[src/rtl/scene_controller.sv]
// Game scene sequencer for the VGA display block: scene FSM, player position, two falling objects,
// catch/miss detection once per frame. Optional build macro SCENE_TIMEOUT_EN adds a PLAY frame limit.
module scene_controller #(
  parameter int unsigned SCR_W          = 640,
  parameter int unsigned SCR_H          = 480,
  parameter int unsigned PIC_W          = 64,
  parameter int unsigned PIC_H          = 64,
  parameter int unsigned OBJ_SIZE       = 40,
  parameter int unsigned OBJ_STEP       = 2,
  parameter int unsigned PLAYER_STEP    = 4,
  parameter int unsigned OBJ1_X0        = 100,
  parameter int unsigned OBJ2_X0        = 500,
`ifdef SCENE_TIMEOUT_EN
  parameter int unsigned OBJ2_DELAY     = 60,
  parameter int unsigned TIMEOUT_FRAMES = 1800
`else
  parameter int unsigned OBJ2_DELAY     = 60
`endif
) (
  input  logic        clk_vga,
  input  logic        rst_n,
  input  logic        frame_tick,
  input  logic        btn_start,
  input  logic        btn_left,
  input  logic        btn_right,
  output logic [2:0]  state,
  output logic [11:0] x_begin,
  output logic [11:0] y_begin,
  output logic [11:0] obj1_x_begin,
  output logic [11:0] obj1_y_begin,
  output logic [11:0] obj2_x_begin,
  output logic [11:0] obj2_y_begin,
  output logic        end_show1,
  output logic        end_show2,
  output logic [1:0]  score
);

  localparam int unsigned PW  = 12;
  localparam int unsigned EW  = 13;
  localparam int unsigned FCW = 11;

  localparam logic [PW-1:0] X_INIT = PW'((SCR_W - PIC_W) / 2);
  localparam logic [PW-1:0] X_MAX  = PW'(SCR_W - PIC_W);
  localparam logic [PW-1:0] Y_PLR  = PW'(SCR_H - PIC_H);
  localparam logic [PW-1:0] P_STEP = PW'(PLAYER_STEP);
  localparam logic [PW-1:0] O_STEP = PW'(OBJ_STEP);

  localparam logic [EW-1:0] E_PW  = EW'(PIC_W);
  localparam logic [EW-1:0] E_PH  = EW'(PIC_H);
  localparam logic [EW-1:0] E_OS  = EW'(OBJ_SIZE);
  localparam logic [EW-1:0] E_SH  = EW'(SCR_H);
  localparam logic [EW-1:0] E_PY  = EW'(SCR_H - PIC_H);
  localparam logic [EW-1:0] E_O1X = EW'(OBJ1_X0);
  localparam logic [EW-1:0] E_O2X = EW'(OBJ2_X0);

  localparam logic [FCW-1:0] FC_DELAY = FCW'(OBJ2_DELAY);
`ifdef SCENE_TIMEOUT_EN
  localparam logic [FCW-1:0] FC_SAT  = {FCW{1'b1}};
  localparam logic [FCW-1:0] FC_TOUT = FCW'(TIMEOUT_FRAMES);
`else
  localparam logic [FCW-1:0] FC_SAT  = FCW'(OBJ2_DELAY);
`endif

  typedef enum logic [2:0] {
    S_IDLE = 3'b001,
    S_PLAY = 3'b010,
    S_WIN  = 3'b100,
    S_LOSE = 3'b101
  } state_t;

  state_t         state_q, state_d;
  logic [PW-1:0]  px_q, px_d;
  logic [PW-1:0]  o1y_q, o1y_d;
  logic [PW-1:0]  o2y_q, o2y_d;
  logic           hide1_q, hide1_d;
  logic           hide2_q, hide2_d;
  logic [1:0]     score_q, score_d;
  logic [FCW-1:0] fc_q, fc_d;
  logic           start_prev_q;
  logic           eval_q, eval_d;

  logic start_edge;
  logic catch1, catch2, miss1, miss2;

  // Overlap of a 40x40 object with the player picture, all in 13-bit to keep sums exact
  function automatic logic overlap(input logic [EW-1:0] ox, input logic [EW-1:0] oy,
                                   input logic [EW-1:0] px);
    overlap = (ox < px + E_PW) && (ox + E_OS > px) &&
              (oy < E_PY + E_PH) && (oy + E_OS > E_PY);
  endfunction

  assign start_edge = btn_start & ~start_prev_q;

  always_comb begin
    catch1 = ~hide1_q & overlap(E_O1X, EW'(o1y_q), EW'(px_q));
    catch2 = ~hide2_q & overlap(E_O2X, EW'(o2y_q), EW'(px_q));
    miss1  = ~hide1_q & ~catch1 & (EW'(o1y_q) + E_OS >= E_SH);
    miss2  = ~hide2_q & ~catch2 & (EW'(o2y_q) + E_OS >= E_SH);
  end

  // Next-state and datapath: first cycle after a tick moves, second cycle evaluates
  always_comb begin
    state_d = state_q;
    px_d    = px_q;
    o1y_d   = o1y_q;
    o2y_d   = o2y_q;
    hide1_d = hide1_q;
    hide2_d = hide2_q;
    score_d = score_q;
    fc_d    = fc_q;
    eval_d  = 1'b0;

    case (state_q)
      S_IDLE: begin
        if (start_edge) begin
          state_d = S_PLAY;
          px_d    = X_INIT;
          o1y_d   = '0;
          o2y_d   = '0;
          hide1_d = 1'b0;
          hide2_d = 1'b0;
          score_d = '0;
          fc_d    = '0;
        end
      end

      S_PLAY: begin
        if (eval_q) begin
          hide1_d = hide1_q | catch1;
          hide2_d = hide2_q | catch2;
          score_d = score_q + {1'b0, catch1} + {1'b0, catch2};
          if (miss1 || miss2) begin
            state_d = S_LOSE;
          end else if (hide1_d && hide2_d) begin
            state_d = S_WIN;
`ifdef SCENE_TIMEOUT_EN
          end else if (fc_q >= FC_TOUT) begin
            state_d = S_LOSE;
`endif
          end
        end else if (frame_tick) begin
          eval_d = 1'b1;
          if (btn_left && !btn_right) begin
            px_d = (px_q < P_STEP) ? '0 : px_q - P_STEP;
          end else if (btn_right && !btn_left) begin
            px_d = (px_q >= X_MAX - P_STEP) ? X_MAX : px_q + P_STEP;
          end
          if (!hide1_q) o1y_d = o1y_q + O_STEP;
          if (!hide2_q && fc_q >= FC_DELAY) o2y_d = o2y_q + O_STEP;
          if (fc_q != FC_SAT) fc_d = fc_q + FCW'(1);
        end
      end

      S_WIN, S_LOSE: begin
        if (start_edge) state_d = S_IDLE;
      end

      default: state_d = S_IDLE;
    endcase
  end

  always_ff @(posedge clk_vga or negedge rst_n) begin
    if (!rst_n) begin
      state_q      <= S_IDLE;
      px_q         <= X_INIT;
      o1y_q        <= '0;
      o2y_q        <= '0;
      hide1_q      <= 1'b0;
      hide2_q      <= 1'b0;
      score_q      <= '0;
      fc_q         <= '0;
      start_prev_q <= 1'b0;
      eval_q       <= 1'b0;
    end else begin
      state_q      <= state_d;
      px_q         <= px_d;
      o1y_q        <= o1y_d;
      o2y_q        <= o2y_d;
      hide1_q      <= hide1_d;
      hide2_q      <= hide2_d;
      score_q      <= score_d;
      fc_q         <= fc_d;
      start_prev_q <= btn_start;
      eval_q       <= eval_d;
    end
  end

  assign state        = state_q;
  assign x_begin      = px_q;
  assign y_begin      = Y_PLR;
  assign obj1_x_begin = PW'(OBJ1_X0);
  assign obj1_y_begin = o1y_q;
  assign obj2_x_begin = PW'(OBJ2_X0);
  assign obj2_y_begin = o2y_q;
  assign end_show1    = hide1_q;
  assign end_show2    = hide2_q;
  assign score        = score_q;

endmodule

[config.mk]
export PLATFORM = sky130hd
export DESIGN_NAME = scene_controller
export DESIGN_NICKNAME = d
export VERILOG_FILES = /design/src/rtl/scene_controller.sv
export SDC_FILE = /design/constraint.sdc
export NUM_CORES = 1
export LEC_CHECK = 0
export ABC_AREA = 1
export BUFFER_PORTS_ARGS = -buffer_cell sky130_fd_sc_hd__buf_2
export CAP_MARGIN = 40
export CORE_MARGIN = 4
export CORE_UTILIZATION = 50
export CTS_BUF_LIST = sky130_fd_sc_hd__clkbuf_4
export CTS_CLUSTER_DIAMETER = 80
export DETAILED_ROUTE_END_ITERATION = 10
export PLACE_DENSITY = 0.75
export SYNTH_ARGS = -nofsm -noshare
export SYNTH_HDL_FRONTEND = slang
export SYNTH_SLANG_ARGS = --single-unit
[constraint.sdc]
create_clock -name clk_vga -period 6.1 [get_ports clk_vga]
set_input_delay 0.61 -clock clk_vga [delete_from_list [all_inputs] [get_ports clk_vga]]
set_output_delay 0.61 -clock clk_vga [all_outputs]
set_load 0.02 [all_outputs]
[Yosys cells after proc, flatten, opt, wreduce, memory -nomap -nowiden]
Cells that the tools add are included.
Storage, ports and cells
  output and inout bits: 79
  ROM bits: 0
  register bits: 56
  RAM bits: 0
  bits in latches: 0
  bits of input ports: 6
  word-level logic and storage cells: 123
  memories kept: 0
Operators by class
  multiply operators: 0
  $lt $le $gt $ge: 13
  reductions and logical operators: 22
  add/subtract/negate cells: 10
  shift-type cells: 0
  mux-type cells: 39
  divide/modulo/power cells: 0
  eq/ne operators: 15
  bitwise gates (word level): 14
Operators with widths (count)
  2-to-1 mux 12 bit: 14
  case mux 12 bit (2 select lines): 3
  2-to-1 mux 11 bit: 4
  adder 12 x 6 -> 13 bit, second input constant: 2
  >= comparator 13 x 9 -> 1 bit, second input constant: 2
  > comparator 13 x 9 -> 1 bit, second input constant: 2
  adder 12 x 2 -> 12 bit, second input constant: 2
  less-than comparator 12 x 9 -> 1 bit, second input constant: 2
  case mux 11 bit (2 select lines): 1
  AND reduction 5 bit: 4
  inequality test 2 bit, second input constant: 8
  2-to-1 mux 3 bit: 5
  adder 12 x 7 -> 13 bit, second input constant: 1
  less-than comparator 7 x 13 -> 1 bit, first input constant: 1
  less-than comparator 9 x 13 -> 1 bit, first input constant: 1
  adder 12 x 3 -> 12 bit, second input constant: 1
  >= comparator 12 x 10 -> 1 bit, second input constant: 1
  > comparator 10 x 12 -> 1 bit, first input constant: 1
  > comparator 8 x 12 -> 1 bit, first input constant: 1
  less-than comparator 12 x 3 -> 1 bit, second input constant: 1
  subtractor 12 x 3 -> 12 bit, second input constant: 1
  adder 11 x 1 -> 11 bit, second input constant: 1
  >= comparator 11 x 6 -> 1 bit, second input constant: 1
  inequality test 11 x 6 -> 1 bit, second input constant: 1
  20 further kinds: 52

[Depth between registers and ports, before layout]
  depth after elaboration: 13
  mapped depth: 15
  depth with buffers taken out: 15

[Least setup slack after synthesis]
No wires, ideal clock.
  kind: register -> register
  start point: register px_q[6] (netlist: x_begin[6])
  end point: register score_q[1] (netlist: score[1])
  buffers on the path: 0
  data arrival time: 2196 ps
  cell stages (with the launch flop): 12
  library setup time: 133 ps
  path slack: 3771 ps
  clock period less this slack: 2329 ps
  data required time: 5967 ps
  path through: dfrtp_1 inv_1 ha_1 inv_1 nor3_1 nand3b_1 nand3_1 nand4_1 fa_1 nor2_1 xnor2_1 nor2_1
Between the ends
  cells in the longest elaborated chain, start to end: 10
  elaborated cells between the ends (all ways): 17
  classes of those cells: add/sub: 3; order compare: 4; mux: 2; bitwise: 2; reduce/logical: 6
Ends and longest elaborated chain
  from (decl): RTL line 72  | logic [PW-1:0] px_q, px_d;
  from (signal assigned): RTL line 176  | px_q <= px_d;
  adder 12 x 7 -> 13 bit: RTL line 88  | overlap = (ox < px + E_PW) && (ox + E_OS > px) &&
  less-than comparator 7 x 13 -> 1 bit: RTL line 88
  logical AND 1 bit (2 in a row): RTL line 88
  logical AND 1 bit: RTL line 89  | (oy < E_PY + E_PH) && (oy + E_OS > E_PY);
  AND 1 bit: RTL line 95  | catch1 = ~hide1_q & overlap(E_O1X, EW'(o1y_q), EW'(px_q));
  adder 2 x 1 -> 2 bit: RTL line 131  | score_d = score_q + {1'b0, catch1} + {1'b0, catch2};
  adder 2 x 1 -> 2 bit *: RTL line 131
  2-to-1 mux 2 bit *: RTL line 128  | if (eval_q) begin
  case mux 2 bit (2 select lines) *: RTL line 113  | case (state_q)
  to (signal assigned): RTL line 181  | score_q <= score_d;
  to (decl): RTL line 77  | logic [1:0] score_q, score_d;
Every way passes the cells marked *; elsewhere a longest branch is shown, timed or not. The select of a mux whose other input is x is not followed.
A chain may end at the register's enable or synchronous reset.

[Worst setup path in the final report]
  start point: register px_q[7] (netlist: x_begin[7])
  end point: register score_q[1] (netlist: score[1])
Same word-level chain as after synthesis.

==> metrics.txt <==
# TYPE chip_impl_metric gauge
chip_impl_metric{name="worst_slew_margin_relative_to_its_limit",unit="%"} 56.5
chip_impl_info{name="dominantRegCellSynth",value="sky130_fd_sc_hd__dfrtp_1"} 1
chip_impl_info{name="rsz0062_at_grt",value="false"} 1
chip_impl_metric{name="totalWireLength",unit="um"} 8320
chip_impl_metric{name="critical_path_arrival",unit="ns"} 2.76
chip_impl_metric{name="async_reset_ff_share",unit="%"} 100
chip_impl_info{name="post_synth_main_area_contributors",value="sky130_fd_sc_hd__dfrtp_1, sky130_fd_sc_hd__nand2_1, sky130_fd_sc_hd__buf_4, sky130_fd_sc_hd__inv_1, sky130_fd_sc_hd__nand3_1"} 1
chip_impl_metric{name="antenna-diode-count",unit=""} 0
chip_impl_metric{name="die_x",unit="um"} 95.2
chip_impl_metric{name="final_core_utilization",unit="%"} 55.1
chip_impl_metric{name="timing_max_transition_violations_final",unit=""} 0
chip_impl_info{name="synth.largest_area_cell",value="sky130_fd_sc_hd__dfrtp_1"} 1
chip_impl_metric{name="multi_input_area",unit="sq um"} 1980
chip_impl_metric{name="drt_first_pass_iters",unit=""} 5
chip_impl_metric{name="yosysWarnings",unit=""} 0
chip_impl_metric{name="synth_edf_count",unit=""} 0
chip_impl_info{name="final_cell_mix",value="sky130_fd_sc_hd__nand2_1, sky130_fd_sc_hd__inv_1, sky130_fd_sc_hd__dfrtp_1"} 1
chip_impl_metric{name="powerDensity",unit="nW/um^2"} 293
chip_impl_metric{name="die_area",unit="sq um"} 9060
chip_impl_metric{name="post_detailed_route_via_to_cell_ratio",unit=""} 5.10
chip_impl_metric{name="maximum_frequency_from_static_timing_analysis",unit="MHz"} 404
chip_impl_metric{name="rows",unit=""} 31
chip_impl_metric{name="grt_overflow_total",unit=""} 0
chip_impl_info{name="cts_tree",value="yes"} 1
chip_impl_metric{name="register_area",unit="sq um"} 1310
chip_impl_metric{name="ir_drop",unit="mV"} 0.178
chip_impl_metric{name="vias_after_detailed_routing",unit=""} 3363
chip_impl_info{name="cts-root-buf",value="sky130_fd_sc_hd__clkbuf_4"} 1
chip_impl_metric{name="timing.final.crit_share",unit="%"} 40.6
chip_impl_info{name="mostFrequentLayoutCell",value="sky130_fd_sc_hd__nand2_1"} 1
chip_impl_metric{name="path_clk_slew",unit="ns"} 0.17
chip_impl_metric{name="critPathRequiredTime",unit="ns"} 6.39
chip_impl_metric{name="final-setup-viol-count",unit=""} 0
chip_impl_metric{name="layout-drive-gt1-share",unit="%"} 15.0
chip_impl_metric{name="worst-path-max-fanout",unit=""} 8
chip_impl_metric{name="synthesis.area_per_instance",unit="sq um"} 7.33
chip_impl_metric{name="pin_count_of_the_biggest_net_entering_global_routing",unit=""} 53
chip_impl_metric{name="initial_core_util",unit="%"} 51.8
chip_impl_metric{name="synth_seq_cells",unit=""} 52
chip_impl_metric{name="place_congestion",unit=""} 0.910
chip_impl_metric{name="design.core.area",unit="sq um"} 7330
chip_impl_metric{name="final.fill_count",unit=""} 700
chip_impl_metric{name="timing.setup.tns",unit="ns"} 0
chip_impl_metric{name="post_cts_resize_count",unit=""} 0
chip_impl_metric{name="post_synth_instance_area",unit="sq um"} 3800
chip_impl_metric{name="yosysTopAreaCellShare",unit="%"} 32.3
chip_impl_metric{name="syn_inst",unit=""} 518
chip_impl_metric{name="p_leak",unit="nW"} 2.12
chip_impl_metric{name="area_growth",unit="%"} 6.36
chip_impl_metric{name="detail_route.iter0.violations",unit=""} 182
chip_impl_metric{name="ctsLongestPathBuffers",unit=""} 2
chip_impl_info{name="worst_setup_path_end_kind",value="register"} 1
chip_impl_metric{name="drv.max_cap_violation_count",unit=""} 0
chip_impl_metric{name="worst-r2r-cell-count",unit=""} 11
chip_impl_info{name="worst_reg2reg_path_endpoint",value="score[1]$_DFFE_PN0P_"} 1
chip_impl_metric{name="grt_antenna_before_repair",unit=""} 0
chip_impl_metric{name="postCtsSetupRepairBufs",unit=""} 0
chip_impl_metric{name="synth-seq-area-share",unit="%"} 34.4
chip_impl_metric{name="finalHoldViolations",unit=""} 0
chip_impl_info{name="timing.critical_path.slowest_stage_cell",value="sky130_fd_sc_hd__dfrtp_1"} 1
chip_impl_metric{name="synth_cell_types",unit=""} 48
chip_impl_metric{name="slowest_delay",unit="ns"} 0.55
chip_impl_metric{name="ant_nets",unit=""} 0
chip_impl_metric{name="grt_pass1_wl",unit="um"} 13800
chip_impl_metric{name="detail_route.drc_violations",unit=""} 0
chip_impl_info{name="hold_path_class",value="in2async"} 1
chip_impl_metric{name="htreeDepth",unit=""} 2
chip_impl_metric{name="numCtsBuffers",unit=""} 5
chip_impl_info{name="timing.critical_path.cells",value="inv_1 -> ha_1 -> inv_1 -> nor3_1 -> nand3b_1 -> nand3_1 -> nand4_1 -> fa_1 -> nor2_1 -> xnor2_1 -> nor2_1"} 1
chip_impl_metric{name="clock_latency",unit="ns"} 0.38
chip_impl_metric{name="period_needed",unit="ns"} 2.48
chip_impl_metric{name="final_net_count",unit=""} 579
chip_impl_metric{name="vias_in_the_first_global_route",unit=""} 3038
chip_impl_metric{name="cts_hold_buffers",unit=""} 0
chip_impl_metric{name="wl_per_cell",unit="um"} 12.6
chip_impl_metric{name="reg2reg_setup_slack",unit="ns"} 3.62
chip_impl_info{name="crit_path_start_kind",value="register"} 1
chip_impl_metric{name="placement.io_buffers",unit=""} 44
chip_impl_metric{name="clock-skew-final",unit="ns"} 0.00956
chip_impl_metric{name="place_hpwl",unit="um"} 6290
chip_impl_info{name="timing_worst_setup_path_type",value="reg2reg"} 1
chip_impl_metric{name="boundaryPins",unit=""} 85
chip_impl_info{name="outcome",value="completed"} 1
chip_impl_metric{name="clock_sinks",unit=""} 52
chip_impl_info{name="r2r_start",value="x_begin[7]$_DFFE_PN0P_"} 1
chip_impl_metric{name="chipHeight",unit="um"} 95.2
chip_impl_metric{name="worst_pin_slew",unit="ns"} 0.652
chip_impl_metric{name="track_usage",unit="%"} 18.9
cells in the mapped netlist (5+ instances only):
master / count
sky130_fd_sc_hd__ha_1: 12
sky130_fd_sc_hd__nand2_2: 5
sky130_fd_sc_hd__buf_4: 41
sky130_fd_sc_hd__nor2_1: 37
sky130_fd_sc_hd__nor3_1: 15
sky130_fd_sc_hd__xor2_1: 12
sky130_fd_sc_hd__nand4_1: 11
sky130_fd_sc_hd__inv_1: 77
sky130_fd_sc_hd__buf_2: 5
sky130_fd_sc_hd__nand2_1: 93
sky130_fd_sc_hd__o21ai_0: 33
sky130_fd_sc_hd__a21oi_1: 33
sky130_fd_sc_hd__dfrtp_1: 49
sky130_fd_sc_hd__nand3_1: 36
worst max path at each step:
stage                     slack [ns]                    from                    to  depth (start not counted)
after floorplan                 3.77  x_begin[6]$_DFFE_PN0P_  score[1]$_DFFE_PN0P_                         11
after global routing            3.39  x_begin[7]$_DFFE_PN0P_  score[1]$_DFFE_PN0P_                         11
after global placement          3.63  x_begin[6]$_DFFE_PN0P_  score[1]$_DFFE_PN0P_                         11
final                           3.62  x_begin[7]$_DFFE_PN0P_  score[1]$_DFFE_PN0P_                         11
after detailed placement        3.63  x_begin[7]$_DFFE_PN0P_  score[1]$_DFFE_PN0P_                         11
after CTS                       3.58  x_begin[7]$_DFFE_PN0P_  score[1]$_DFFE_PN0P_                         11
critical path: cells and delay by family, from the launching register on:
kind	cells	cell delay, ns
buffers and inverters	2	0.24
AND/OR/NAND/NOR	6	0.72
XOR/XNOR	1	0.13
adder cells (fa/ha/maj)	2	0.72
flip-flops	1	0.55
logic make-up after synthesis:
group	after synthesis	synth area share (%)
buffers and inverters	131	17.2
other	2	0.198
xor gates and xnor gates	13	3.00
AOI/OAI and AO/OA	92	13.9
and+or+nand+nor	215	26.9
DFF	52	34.4
adders and majority gates	13	4.48
through the flow:
stage	cells	instance area, sq um	setup WS [ns]	power (mW)	hold slack (ns)
finish	660	4040	3.62	1.19	0.319
global route	660	4040	3.39	1.28	0.321
CTS	660	4040	3.58	1.19	0.327
detailed placement	652	3960	3.63	0.978	0.429
global placement	652	3960	3.63	0.969	0.418
floorplan	556	3940	3.77	0.869	0.314
layer usage:
layer,GRT usage [%],vias up,wire (um)
met3,3.47,8,529
met4,3.97,0,76
met1,26.2,1559,3810
met5,0,-,0
li1,-,1697,-
met2,31.0,99,3910
power breakdown:
| group | internal (mW) | switching [mW] | leakage (nW) |
|---|---|---|---|
| combinational | 0.153 | 0.375 | 1.36 |
| sequential | 0.389 | 0.0571 | 0.711 |
| clock | 0.0887 | 0.122 | 0.0471 |
final cells by class:
type	instances	share of cell area (%)
clock buffers	5	0.929
repair buffers	46	5.82
multi-input cells	373	49.1
inverters	82	7.62
flip-flops and latches	52	32.3
well taps	99	3.07
clock inverters	3	1.15
state kept, by name, indices dropped and copies added (netlist names):
signal and count:
fc_q 11, obj1_y_begin 11, obj2_y_begin 11, x_begin 10
state 3, score 2, end_show1 1, end_show2 1
eval_q 1, start_prev_q 1
No activity file was read; power rests on OpenSTA's default activity.
